**src/rtl/addsub_serial.sv**
```systemverilog
// Digit-serial two's-complement adder/subtractor, LSD first, valid/ready on both sides.
// Optional saturation of the result on signed overflow when ADDSUB_SAT_EN is defined.
module addsub_serial #(
    parameter int WIDTH = 16,
    parameter int DIGIT = 4
) (
    input  logic             clk,
    input  logic             rst_n,
    input  logic             flush,
    input  logic             in_valid,
    output logic             in_ready,
    input  logic [WIDTH-1:0] a,
    input  logic [WIDTH-1:0] b,
    input  logic             ctrl,
    output logic             out_valid,
    input  logic             out_ready,
    output logic [WIDTH-1:0] sum,
    output logic             c,
    output logic             v,
    output logic             z
);

    localparam int N  = WIDTH / DIGIT;
    localparam int CW = (N > 1) ? $clog2(N) : 1;
    localparam logic [CW-1:0] LAST = CW'(N - 1);

    typedef enum logic [1:0] {
        S_IDLE = 2'd0,
        S_RUN  = 2'd1,
        S_DONE = 2'd2
    } state_t;

    state_t           state_q, state_d;
    logic [CW-1:0]    cnt_q, cnt_d;
    logic             carry_q, carry_d;
    logic [WIDTH-1:0] a_q, a_d;
    logic [WIDTH-1:0] b_q, b_d;
    logic [WIDTH-1:0] sr_q, sr_d;
    logic [WIDTH-1:0] sum_q, sum_d;
    logic             c_q, c_d;
    logic             v_q, v_d;
    logic             z_q, z_d;

    logic [DIGIT:0]   dsum;
    logic [WIDTH-1:0] sr_shift;
    logic [WIDTH-1:0] res;
    logic             cin_msb;
    logic             v_raw;

    // b is stored already inverted for subtract; the +1 rides in on the carry.
    assign dsum = {1'b0, a_q[DIGIT-1:0]} + {1'b0, b_q[DIGIT-1:0]} + {{DIGIT{1'b0}}, carry_q};

    generate
        if (N == 1) begin : g_single
            assign sr_shift = dsum[DIGIT-1:0];
        end else begin : g_multi
            assign sr_shift = {dsum[DIGIT-1:0], sr_q[WIDTH-1:DIGIT]};
        end
    endgenerate

    // On the top digit, carry into the MSB is recovered from the MSB sum bit.
    assign cin_msb = a_q[DIGIT-1] ^ b_q[DIGIT-1] ^ dsum[DIGIT-1];
    assign v_raw   = cin_msb ^ dsum[DIGIT];

`ifdef ADDSUB_SAT_EN
    assign res = !v_raw          ? sr_shift :
                 sr_shift[WIDTH-1] ? {1'b0, {(WIDTH-1){1'b1}}} :
                                     {1'b1, {(WIDTH-1){1'b0}}};
`else
    assign res = sr_shift;
`endif

    always_ff @(posedge clk or negedge rst_n) begin
        if (!rst_n) begin
            state_q <= S_IDLE;
            cnt_q   <= '0;
            carry_q <= 1'b0;
            a_q     <= '0;
            b_q     <= '0;
            sr_q    <= '0;
            sum_q   <= '0;
            c_q     <= 1'b0;
            v_q     <= 1'b0;
            z_q     <= 1'b0;
        end else begin
            state_q <= state_d;
            cnt_q   <= cnt_d;
            carry_q <= carry_d;
            a_q     <= a_d;
            b_q     <= b_d;
            sr_q    <= sr_d;
            sum_q   <= sum_d;
            c_q     <= c_d;
            v_q     <= v_d;
            z_q     <= z_d;
        end
    end

    always_comb begin
        state_d = state_q;
        cnt_d   = cnt_q;
        carry_d = carry_q;
        a_d     = a_q;
        b_d     = b_q;
        sr_d    = sr_q;
        sum_d   = sum_q;
        c_d     = c_q;
        v_d     = v_q;
        z_d     = z_q;

        case (state_q)
            S_IDLE: begin
                if (in_valid) begin
                    a_d     = a;
                    b_d     = b ^ {WIDTH{ctrl}};
                    carry_d = ctrl;
                    cnt_d   = '0;
                    state_d = S_RUN;
                end
            end
            S_RUN: begin
                a_d     = a_q >> DIGIT;
                b_d     = b_q >> DIGIT;
                carry_d = dsum[DIGIT];
                sr_d    = sr_shift;
                if (cnt_q == LAST) begin
                    state_d = S_DONE;
                    sum_d   = res;
                    c_d     = dsum[DIGIT];
                    v_d     = v_raw;
                    z_d     = (res == '0);
                end else begin
                    cnt_d = cnt_q + 1'b1;
                end
            end
            S_DONE: begin
                if (out_ready) begin
                    state_d = S_IDLE;
                end
            end
            default: state_d = S_IDLE;
        endcase

        // Abort wins over acceptance and completion; published results are kept.
        if (flush) begin
            state_d = S_IDLE;
            sum_d   = sum_q;
            c_d     = c_q;
            v_d     = v_q;
            z_d     = z_q;
        end
    end

    assign in_ready  = (state_q == S_IDLE);
    assign out_valid = (state_q == S_DONE);
    assign sum       = sum_q;
    assign c         = c_q;
    assign v         = v_q;
    assign z         = z_q;

endmodule

```
**config.mk**
```make
export PLATFORM = sky130hd
export DESIGN_NAME = addsub_serial
export DESIGN_NICKNAME = d
export VERILOG_FILES = /design/src/rtl/addsub_serial.sv
export SDC_FILE = /design/constraint.sdc
export NUM_CORES = 1
export LEC_CHECK = 0
export BUFFER_PORTS_ARGS = -buffer_cell sky130_fd_sc_hd__buf_2
export CAP_MARGIN = 20
export CORE_MARGIN = 2
export CORE_UTILIZATION = 55
export CTS_CLUSTER_DIAMETER = 40
export CTS_CLUSTER_SIZE = 16
export DETAILED_ROUTE_END_ITERATION = 8
export HOLD_SLACK_MARGIN = 0.1
export PLACE_DENSITY = 0.75
export SYNTH_ARGS = -nofsm -noshare
export SYNTH_HDL_FRONTEND = slang
export SYNTH_SLANG_ARGS = --single-unit
```
**constraint.sdc**
```tcl
create_clock -name clk -period 5 [get_ports clk]
set_input_delay 0.25 -clock clk [delete_from_list [all_inputs] [get_ports clk]]
set_output_delay 0.25 -clock clk [all_outputs]
set_load 0.05 [all_outputs]
```
======== Word level (Yosys, flattened, before mapping) ========
Index checks and enable logic that the tools add are counted.
storage, ports and cells
  word-level logic and storage cells ...... 47
  input bits .............................. 38
  flip-flop bits (word level) ............. 72
  output and inout port bits .............. 21
operators by class
  equality and inequality tests ........... 8
  add/subtract/negate cells ............... 3
  mux-type cells .......................... 14
  bitwise logic cells ..................... 5
  reduce and logical (&&, ||, !) cells .... 7
operator list
  kind                                                              number
  16-bit one-hot mux with 2 select lines                            2
  16-bit two-way mux                                                2
  16-bit zero test                                                  1
  16-bit XOR                                                        1
  2-bit two-way mux                                                 6
  3-bit AND reduction                                               3
  3-bit != test (second input constant)                             2
  2-bit one-hot mux with 3 select lines                             1
  4-bit by 4-bit adder with 5-bit output                            1
  5-bit by 1-bit adder with 5-bit output                            1
  2-bit == test (second input constant)                             2
  2-bit != test (second input constant)                             2
  2-bit one-hot mux with 2 select lines                             1
  3-bit by 2-bit != test with 1-bit output (second input constant)  1
  1-bit XOR                                                         3
  2-bit by 1-bit adder with 2-bit output (second input constant)    1
  2-bit by 1-bit == test with 1-bit output (second input constant)  1
  2-bit zero test                                                   1
  1-bit one-hot mux with 2 select lines                             1
  2-bit AND reduction                                               1
  2-bit nonzero test                                                1
  1-bit two-way mux                                                 1
  1-bit inverter                                                    1

======== Depth between registers and ports, before layout ========
Gate-level depths: netlist of the first run.
  depth in word-level cells ............... 4
  mapped depth ............................ 7
  depth with buffers taken out ............ 6

======== Least setup slack after synthesis of the first run ========
OpenSTA, ideal clock, no wires.
  path kind ............................... reg2reg
  start point ............................. register carry_q
  end point ............................... register z_q, in the netlist z
  required time ........................... 4.932 ns
  path slack .............................. 3.029 ns
  arrival time ............................ 1.903 ns
  setup time .............................. 0.068 ns
  path buffers ............................ 0
  clock period less this slack ............ 1.971 ns
  cell stages (with the launch flop) ...... 7
  path through ............................ dfrtp_1 fa_1 fa_1 nor4_1 nand2_1 nor4_2 a32o_1
between the ends
  word-level cells in the longest chain between the ends .. 2
RTL lines
  item                                    line  text
  from (decl)                             35    logic carry_q, carry_d;
  from (signal assigned)                  88    carry_q <= carry_d;
  5-bit by 1-bit adder with 5-bit output  51    assign dsum = {1'b0, a_q[DIGIT-1:0]} + {1'b0, b_q[DIGIT-1:0]} + {{DIGIT{1'b0}}, carry_q};
  via dsum[1]                             44    logic [DIGIT:0] dsum;
  16-bit zero test                        131   z_d = (res == '0);
  to (signal assigned)                    95    z_q <= z_d;
  to (decl)                               42    logic z_q, z_d;
The timed path passes the listed nets, and every way through them passes these cells.
A chain may end at the register's enable or synchronous reset.

======== Worst setup path in the final report of the first run ========
  start point ............................. register carry_q
  end point ............................... register v_q, in the netlist v
between the ends
  word-level cells in the longest chain between the ends .. 3
RTL lines
  item                                        line  text
  5-bit by 1-bit adder with 5-bit output (*)  51
  1-bit XOR                                   62    assign cin_msb = a_q[DIGIT-1] ^ b_q[DIGIT-1] ^ dsum[DIGIT-1];
  1-bit XOR (*)                               63    assign v_raw = cin_msb ^ dsum[DIGIT];
  to (signal assigned)                        94    v_q <= v_d;
  to (decl)                                   41    logic v_q, v_d;
Mark *: on every way between the ends. The rest lies on a longest branch, timed or not.

==> impl_summary.md, run 1 <==
STA
Clock skew on the completed layout was measured at 0.00530 ns. The worst slew margin relative to its limit is 37.9%. In the finished design, the share of the clock period the worst path needs comes to 42.2%. The slew of the pin with the lowest slew margin is 0.926 ns. The number of max-slew violations in the final report was 0. The fmax is 0.474 GHz. Setup repair after global routing left no endpoint under its margin. The final number of hold-violating endpoints is 0. Setup violations remaining at the end of the flow were counted as 0. The setup total negative slack is 0 ns. After layout, the minimum clock period comes to 2.11 ns.

Setup path
The category of the worst setup path capture point is a register. The required time at the worst-slack endpoint is 5.20 ns. STA puts the critical path data arrival time at 2.31 ns.

The startpoint kind of the worst setup timing path is a register. The critical path is of the reg -> reg type. In this run the critical register-to-register path is launched from carry_q. In this run the worst setup path begins at carry_q. The maximum fanout encountered on the critical timing path is 3.

Placement
The total of buffers placed on input and output ports is 58. The HPWL after detailed placement is 4260 um. Summing all placed instances gives a cell area of 0.00354 mm^2. The final RePlAce weighted congestion is 0.806.

Floorplan
The number of I/O pins is 59. Row generation in the floorplan step produced 27 rows. The area of the die is 0.00651 mm^2. From bottom edge to top edge, the die measures 80.7 um. The core footprint is 0.00561 mm^2.

The width of the die is 80.7 um. The initial core utilization is 57.7%.

Finish
The layout overhead on the synthesized area is 15.1%. The number of antenna diodes in the final layout is 0. The post-route standard cell area excluding fillers is 0.00372 mm^2. The share of layout cells above drive strength 1 is 20.4%. The final-stage net count is 431.

Synth
The number of different library cells used by synthesis comes to 35. The number of warnings reported in the yosys synthesis log is 0. When the netlist entered floorplanning its net count stood at 380. Sorting the synthesized cells by how often they occur yields sky130_fd_sc_hd__nand2_1 (94), sky130_fd_sc_hd__dfrtp_1 (68), sky130_fd_sc_hd__a21oi_1 (28), sky130_fd_sc_hd__nor2b_1 (20), sky130_fd_sc_hd__o21ai_0 (19).

The sequential share of the synthesized area is 52.6%. The synthesized design contains 0 enable-type register cells. Ranked by total cell area, the synthesized netlist is headed by sky130_fd_sc_hd__dfrtp_1 (53%), sky130_fd_sc_hd__nand2_1 (11%), sky130_fd_sc_hd__a21oi_1 (4.3%). The largest total area in the synthesized netlist belongs to sky130_fd_sc_hd__dfrtp_1. Of all flip-flops after synthesis, the portion carrying an async set or reset was 100%.

The post-synthesis instance total is 336. The share of the synthesized area in the top cell type is 52.6%. The library cell with the highest instance count after synthesis is sky130_fd_sc_hd__nand2_1. The synthesized area is 0.00324 mm^2. A synthesized cell averages 9.63 um^2. The post-synthesis sequential element count is 68. Among all flip-flop cells after synthesis, the most frequent one is sky130_fd_sc_hd__dfrtp_1.

Global routing
The initial antenna violation count is 0. The largest net degree at the start of global routing is 69. The via count of the first global-routing pass is 2278. For this run, the total global-route usage over all layers was measured as 22.0%.

The first global-routing pass estimated 10700 um of wire. The global route total overflow is 0.

Routing
Wires add up to 6320 um. The ratio of routed vias to standard cells is 5.35. The detailed router put a total of 2870 um of wire on met1. The detailed-routed wire length on met2 is 3130 um. In this run, the number of DRC markers left after iteration 0 of detailed routing was 93.

Wire segments on met3 add up to 279 um in the final route. The first detailed-routing pass ran for 4 iterations. The number of design rule violations left after detail routing is 0. For this block, the via count after detailed routing is 2481. The uppermost layer routed is met4.

The detail route stage leaves a number of antenna-violating nets equal to 0. The detail-routed net length per standard cell is 13.6 um.

CTS
The later-pin clock latency in the skew report is 0.34 ns. The tree built by TritonCTS fans out to 68 sinks. Clock tree synthesis selected as its root buffer the cell sky130_fd_sc_hd__clkbuf_8.

The number of hold buffers added after CTS was 0. The number of buffers between clock root and the deepest sink is 2. The H-tree was split into 3 levels. The number of buffers inserted during clock tree synthesis is 9. TritonCTS built the clock tree. After clock tree synthesis, the setup repair step added 0 buffers.

The post-cts sizing count is 0. The clock edge transition at the registers on the reported setup and hold paths is 0.07 ns.

Power and ir drop
The portion of total power attributed to sequential cells is 45.3%. The power per cell area is 477 mW/mm^2. The switching power is 0.000666 W.

The fraction of power consumed by combinational cells is 31.5%. The cell internal power dissipation is 0.00111 W. VDD sags by at most 250 uV. Per report_power, the clock group accounts for 23.3% of the total. The fraction of power spent switching nets is 37.5%.

The leakage power of the design is 1.85 nW.

Job
The max capacitance violation total is 0.

Hold path
The type of the tightest min-delay check is in -> async.

Outcome
The flow ran to the end, and the final reports show no timing, DRC or antenna violations.
==> power groups by stage <==
stage | Combinational (W) | Clock [W] | Sequential [W]
6_report | 0.000558 | 0.000413 | 0.000803
5_1_grt | 0.000616 | 0.000453 | 0.000822
4_1_cts | 0.000565 | 0.000420 | 0.000804
3_5_place_dp | 0.000564 | 0 | 0.000813
3_3_place_gp | 0.000552 | 0 | 0.000810
2_1_floorplan | 0.000274 | 0 | 0.000952
==> critical path: stages (launching register included) <==
cell,delay [ns]
sky130_fd_sc_hd__dfrtp_1,0.40
sky130_fd_sc_hd__fa_1,0.47
sky130_fd_sc_hd__fa_1,0.41
sky130_fd_sc_hd__a21o_1,0.19
sky130_fd_sc_hd__a21oi_1,0.28
sky130_fd_sc_hd__xnor2_1,0.16
sky130_fd_sc_hd__o21ai_1,0.07
==> cell type report <==
| type | instances | area [um^2] |
|---|---|---|
| Fill cell | 480 | 1880 |
| Clock buffer | 15 | 176 |
| Inverter | 2 | 7.51 |
| Clock inverter | 1 | 5.00 |
| Tap cell | 72 | 90.1 |
| Sequential cell | 68 | 1700 |
| Multi-Input combinational cell | 244 | 1420 |
| Timing Repair Buffer | 62 | 324 |
==> per-stage QoR <==
stage,utilization (%),cells,total power (W),hold slack (ns),worst slack [ns]
6_report,66.4,464,0.00177,0.0848,2.89
4_1_cts,66.4,464,0.00179,0.125,2.88
3_5_place_dp,63.2,448,0.00138,0.458,2.89
3_3_place_gp,63.0,447,0.00136,0.453,2.86
2_1_floorplan,-,336,0.00123,-0.0456,3.03
5_1_grt,66.4,464,0.00189,0.122,2.71
==> cells in the final DEF, fill, tap and decap left out, drive strengths merged <==
master	count
and3b	8
a21o	2
fa	2
or4	1
inv	2
a21oi	28
or2	1
nor3	2
a22o	7
xor2	5
clkinv	1
or3	1
a32o	1
buf	62
nor4	3
xnor2	14
o32ai	1
nand2	94
and2	1
mux2	1
ha	4
o21ai	21
o22a	12
dfrtp	68
clkbuf	15
nor2	8
nand2b	2
nor2b	20
a22oi	5
==> layer usage <==
layer | GRT usage, % | vias to the layer above
met1 | 28.2 | 1186
li1 | - | 1236
met4 | 6.10 | 0
met3 | 7.08 | 4
met5 | 0 | -
met2 | 36.0 | 55
==> registers in the layout, indices dropped and copies added, names as in the netlist <==
name     count
cnt_q        2
b_q         16
c            1
v            1
carry_q      1
sr_q        12
a_q         16
z            1
state_q      2
sum         16
==> final timing paths <==
path / slack (ns) / to / cells past startpoint
min in group clk: 0.14 / state_q[0] / 2
worst min register to register: 0.47 / sum[6] / 2
worst max-delay path: 2.89 / v / 6
max in group asynchronous: 4.35 / state_q[1] / 2
worst max register to register: 2.89 / v / 6
worst min-delay path: 0.08 / sum[3] / 2
==> kinds of logic (layout without fill, tap and decap cells) <==
kind of cell    Yosys count  count (layout)  share of synthesized area, %
fa+ha+maj                 6               6                          2.78
flops                    68              68                          52.6
compound gates           77              77                          14.9
xor+xnor                 19              19                          5.14
mux                       1               1                         0.348
simple gates            141             141                          20.6
buf+inv                  24              80                          3.56
No activity file was read; power rests on OpenSTA's default activity.
==> inputs of run 2 (changes only) <==
Settings changed: CORE_UTILIZATION 55 to 50, PLACE_DENSITY 0.75 to 0.72.
Clock period 5 ns to 1.75 ns, I/O delays scaled along.
==> run 2 against run 1 <==
Against the previous run:
- the flow now finishes with violations (negative setup slack)
- global-route usage fell by 0.71 points
- flip-flop and latch count is the same
- sequential share of layout area decreased by 4.4 points
- wire length rose by 11%
- via count is 6.2% higher
- worst hold slack better by 0.027 ns
- largest cell class unchanged
- largest power group unchanged
==> impl_summary.md, run 2 (synthesized netlist as in run 1, its figures left out) <==
Global routing
The first global-routing pass estimated 12100 um of wire. The global route total overflow is 0. The initial antenna violation count was 0. For this run, the total global-route usage over all layers was measured as 21.3%. The largest net degree at the start of global routing is 69.

The via count of the first global-routing pass was 2642.

Finish
The layout overhead on the synthesized area is 27.3%. The final-stage net count is 463. Cells with a size suffix above 1 make up 25.9% of the layout.

The commonest non-fill, non-tap cell in the layout is sky130_fd_sc_hd__nand2_1. The total area of sequential cells is 0.00170 mm^2. The area of the multi-input gates is 0.00146 mm^2. The count of antenna diodes in the layout is 0. The library cells used most frequently in the layout, excluding fill and tap cells, are sky130_fd_sc_hd__nand2_1 (94), sky130_fd_sc_hd__dfrtp_1 (68), sky130_fd_sc_hd__buf_2 (58). The final standard cell count with taps included and fillers excluded is 501.

The post-route standard cell area excluding fillers is 0.00412 mm^2. The filler cells instantiated in the layout total 534.

Placement
Buffers placed on the I/O ports in this run total 58. The wire-length estimate of the detail-placed layout is 4680 um. The final RePlAce weighted congestion is 0.809. Once placement finished, the instance area stood at 0.00368 mm^2. Including well taps, the total number of placed cells is 468.

Setup path
The worst register-to-register path begins at carry_q. The category of the worst setup path capture point is a register. The startpoint kind of the worst setup timing path is a register.

The required time at the worst-slack endpoint is 1.99 ns. Along the worst path, the maximum fanout reaches 3. Measured in cells, the most critical reg-to-reg path has a length of 7. The endpoint of the lowest-slack register-to-register path is z. For the worst setup path, the data arrival time is 2.19 ns. Across all register-to-register paths, the minimum setup slack is -0.20 ns. The type of the worst setup path is reg -> reg.

Floorplan
The floorplan step defined a die boundary enclosing 0.00713 mm^2. 59 I/O pins were placed. The floorplan row count is 29. Once the floorplan was initialized, standard cells occupied 51.2% of the core.

The width of the die is 84.4 um. Measured along the y axis, the die boundary spans 84.4 um. In this run the standard cell core region covers 0.00631 mm^2.

Routing
The number of design rule violations left after detail routing is 0. Detailed routing inserted a total of 2635 vias. In the final routed layout, each cell accounts on average for 14.0 um.

For this block, the routed nets add up to 7020 um of wire. The detailed router's first-iteration violation count is 168. The first TritonRoute pass finished after 4 iterations.

After detailed routing, the number of vias per cell comes to 5.26. The detail route stage leaves a number of antenna-violating nets equal to 0.

CTS
The later-pin clock latency in the skew report is 0.35 ns. The buffer type at the clock tree root is sky130_fd_sc_hd__clkbuf_8. The number of buffers inserted during clock tree synthesis is 9. The tree built by TritonCTS fans out to 68 sinks. The H-tree level count is 3.

TritonCTS built the clock tree. After clock tree synthesis, the clock-pin slew on the worst setup and hold paths is 0.07 ns. The number of buffers between clock root and the deepest sink is 2.

Outcome
The flow ran to the end, but the final reports show violations. The final reports fail on negative setup slack.

STA
The number of max-slew violations in the final report is 0. The final number of hold-violating endpoints is 0. Setup repair after global routing could not meet its margin everywhere.

The worst pin sits at a relative slew slack of 56.4%. The setup slack of the critical path after layout is -0.203 ns. The fmax is 0.512 GHz.

The clock tree skew after final layout is 0.00992 ns. The smallest clock period supported by the final layout is computed as 1.95 ns. At the pin with the least slew margin, the transition time is 0.654 ns.

The worst path uses 112% of the clock period. The setup total negative slack is -0.954 ns. The number of setup violations in the final report is 6.

Power and ir drop
Across the VDD grid, the largest voltage drop is 908 uV. The leakage power of the design is 2.04 nW. The power per cell area is 1390 mW/mm^2.

Job
Max-cap violations in this run came to 0.

Hold path
The path with the worst hold slack has its endpoint at state_q[1]. The worst hold path was traced through 4 stages. The path class of the tightest hold or removal check is in -> reg.

The launch instance of the worst min-delay path is out_ready.
## run 2: changes by cell type in the layout (fill, tap and decap cells not counted), moves of 2 or more
cell / previous run / this run
sky130_fd_sc_hd__a21oi_1: 28 / 25
sky130_fd_sc_hd__a21oi_2: 0 / 2
sky130_fd_sc_hd__buf_4: 3 / 20
sky130_fd_sc_hd__bufinv_16: 0 / 2
sky130_fd_sc_hd__clkbuf_1: 3 / 0
sky130_fd_sc_hd__dlygate4sd3_1: 0 / 13
sky130_fd_sc_hd__fa_1: 2 / 0
sky130_fd_sc_hd__fa_2: 0 / 2
## run 2: power breakdown
part / internal (W) / leakage [nW] / switching [W]
Clock: 0.000914 / 0.122 / 0.000586
Sequential: 0.00198 / 0.856 / 0.000335
Combinational: 0.000756 / 1.06 / 0.00114
## run 2: how the worst max path moves through the flow
stage,startpoint,endpoint,slack [ns]
floorplan,carry_q,z,-0.08
global placement,carry_q,z,-0.11
detailed placement,carry_q,z,-0.20
CTS,carry_q,z,-0.17
global route,carry_q,z,-0.29
finish,carry_q,z,-0.20
## run 2: critical path, cell delays in order (launching register included)
cell	delay, ns
sky130_fd_sc_hd__dfrtp_1	0.41
sky130_fd_sc_hd__fa_2	0.42
sky130_fd_sc_hd__buf_4	0.15
sky130_fd_sc_hd__buf_4	0.12
sky130_fd_sc_hd__a21o_1	0.18
sky130_fd_sc_hd__a21oi_2	0.21
sky130_fd_sc_hd__xor2_2	0.12
sky130_fd_sc_hd__a32o_1	0.25
## run 2: what timing repair did
item / 4_1_cts / 5_1_grt
buffers inserted: 2 / 2
hold endpoints to repair: 81 / 0
setup endpoints to repair: 4 / 7
resized for setup: 2 / 7
pin swaps: 4 / 1
hold buffers: 13 / 0
## run 2: metrics by stage
stage	worst slack (ns)	power (W)	utilization (%)	hold slack [ns]
floorplan	-0.0809	0.00352	-	-0.208
global placement	-0.109	0.00402	58.3	0.142
detailed placement	-0.197	0.00407	58.3	0.138
CTS	-0.166	0.00564	64.4	0.109
global route	-0.294	0.00604	65.2	0.137
finish	-0.203	0.00571	65.2	0.112
## run 2: per-layer routing
metal / global-route usage, % / vias up / share of wire, %
met5: 0 / - / 0
met4: 7.65 / 0 / 1.7
met3: 6.00 / 14 / 4.1
met2: 34.3 / 59 / 48
met1: 27.7 / 1266 / 46
li1: - / 1296 / -
## run 2: cell type report
type | instances | share of cell area, %
clock inverters | 4 | 1.70
clock buffers | 12 | 4.01
multi-input cells | 244 | 35.6
repair buffers | 94 | 14.9
inverters | 2 | 0.182
flip-flops and latches | 68 | 41.3
well taps | 77 | 2.34
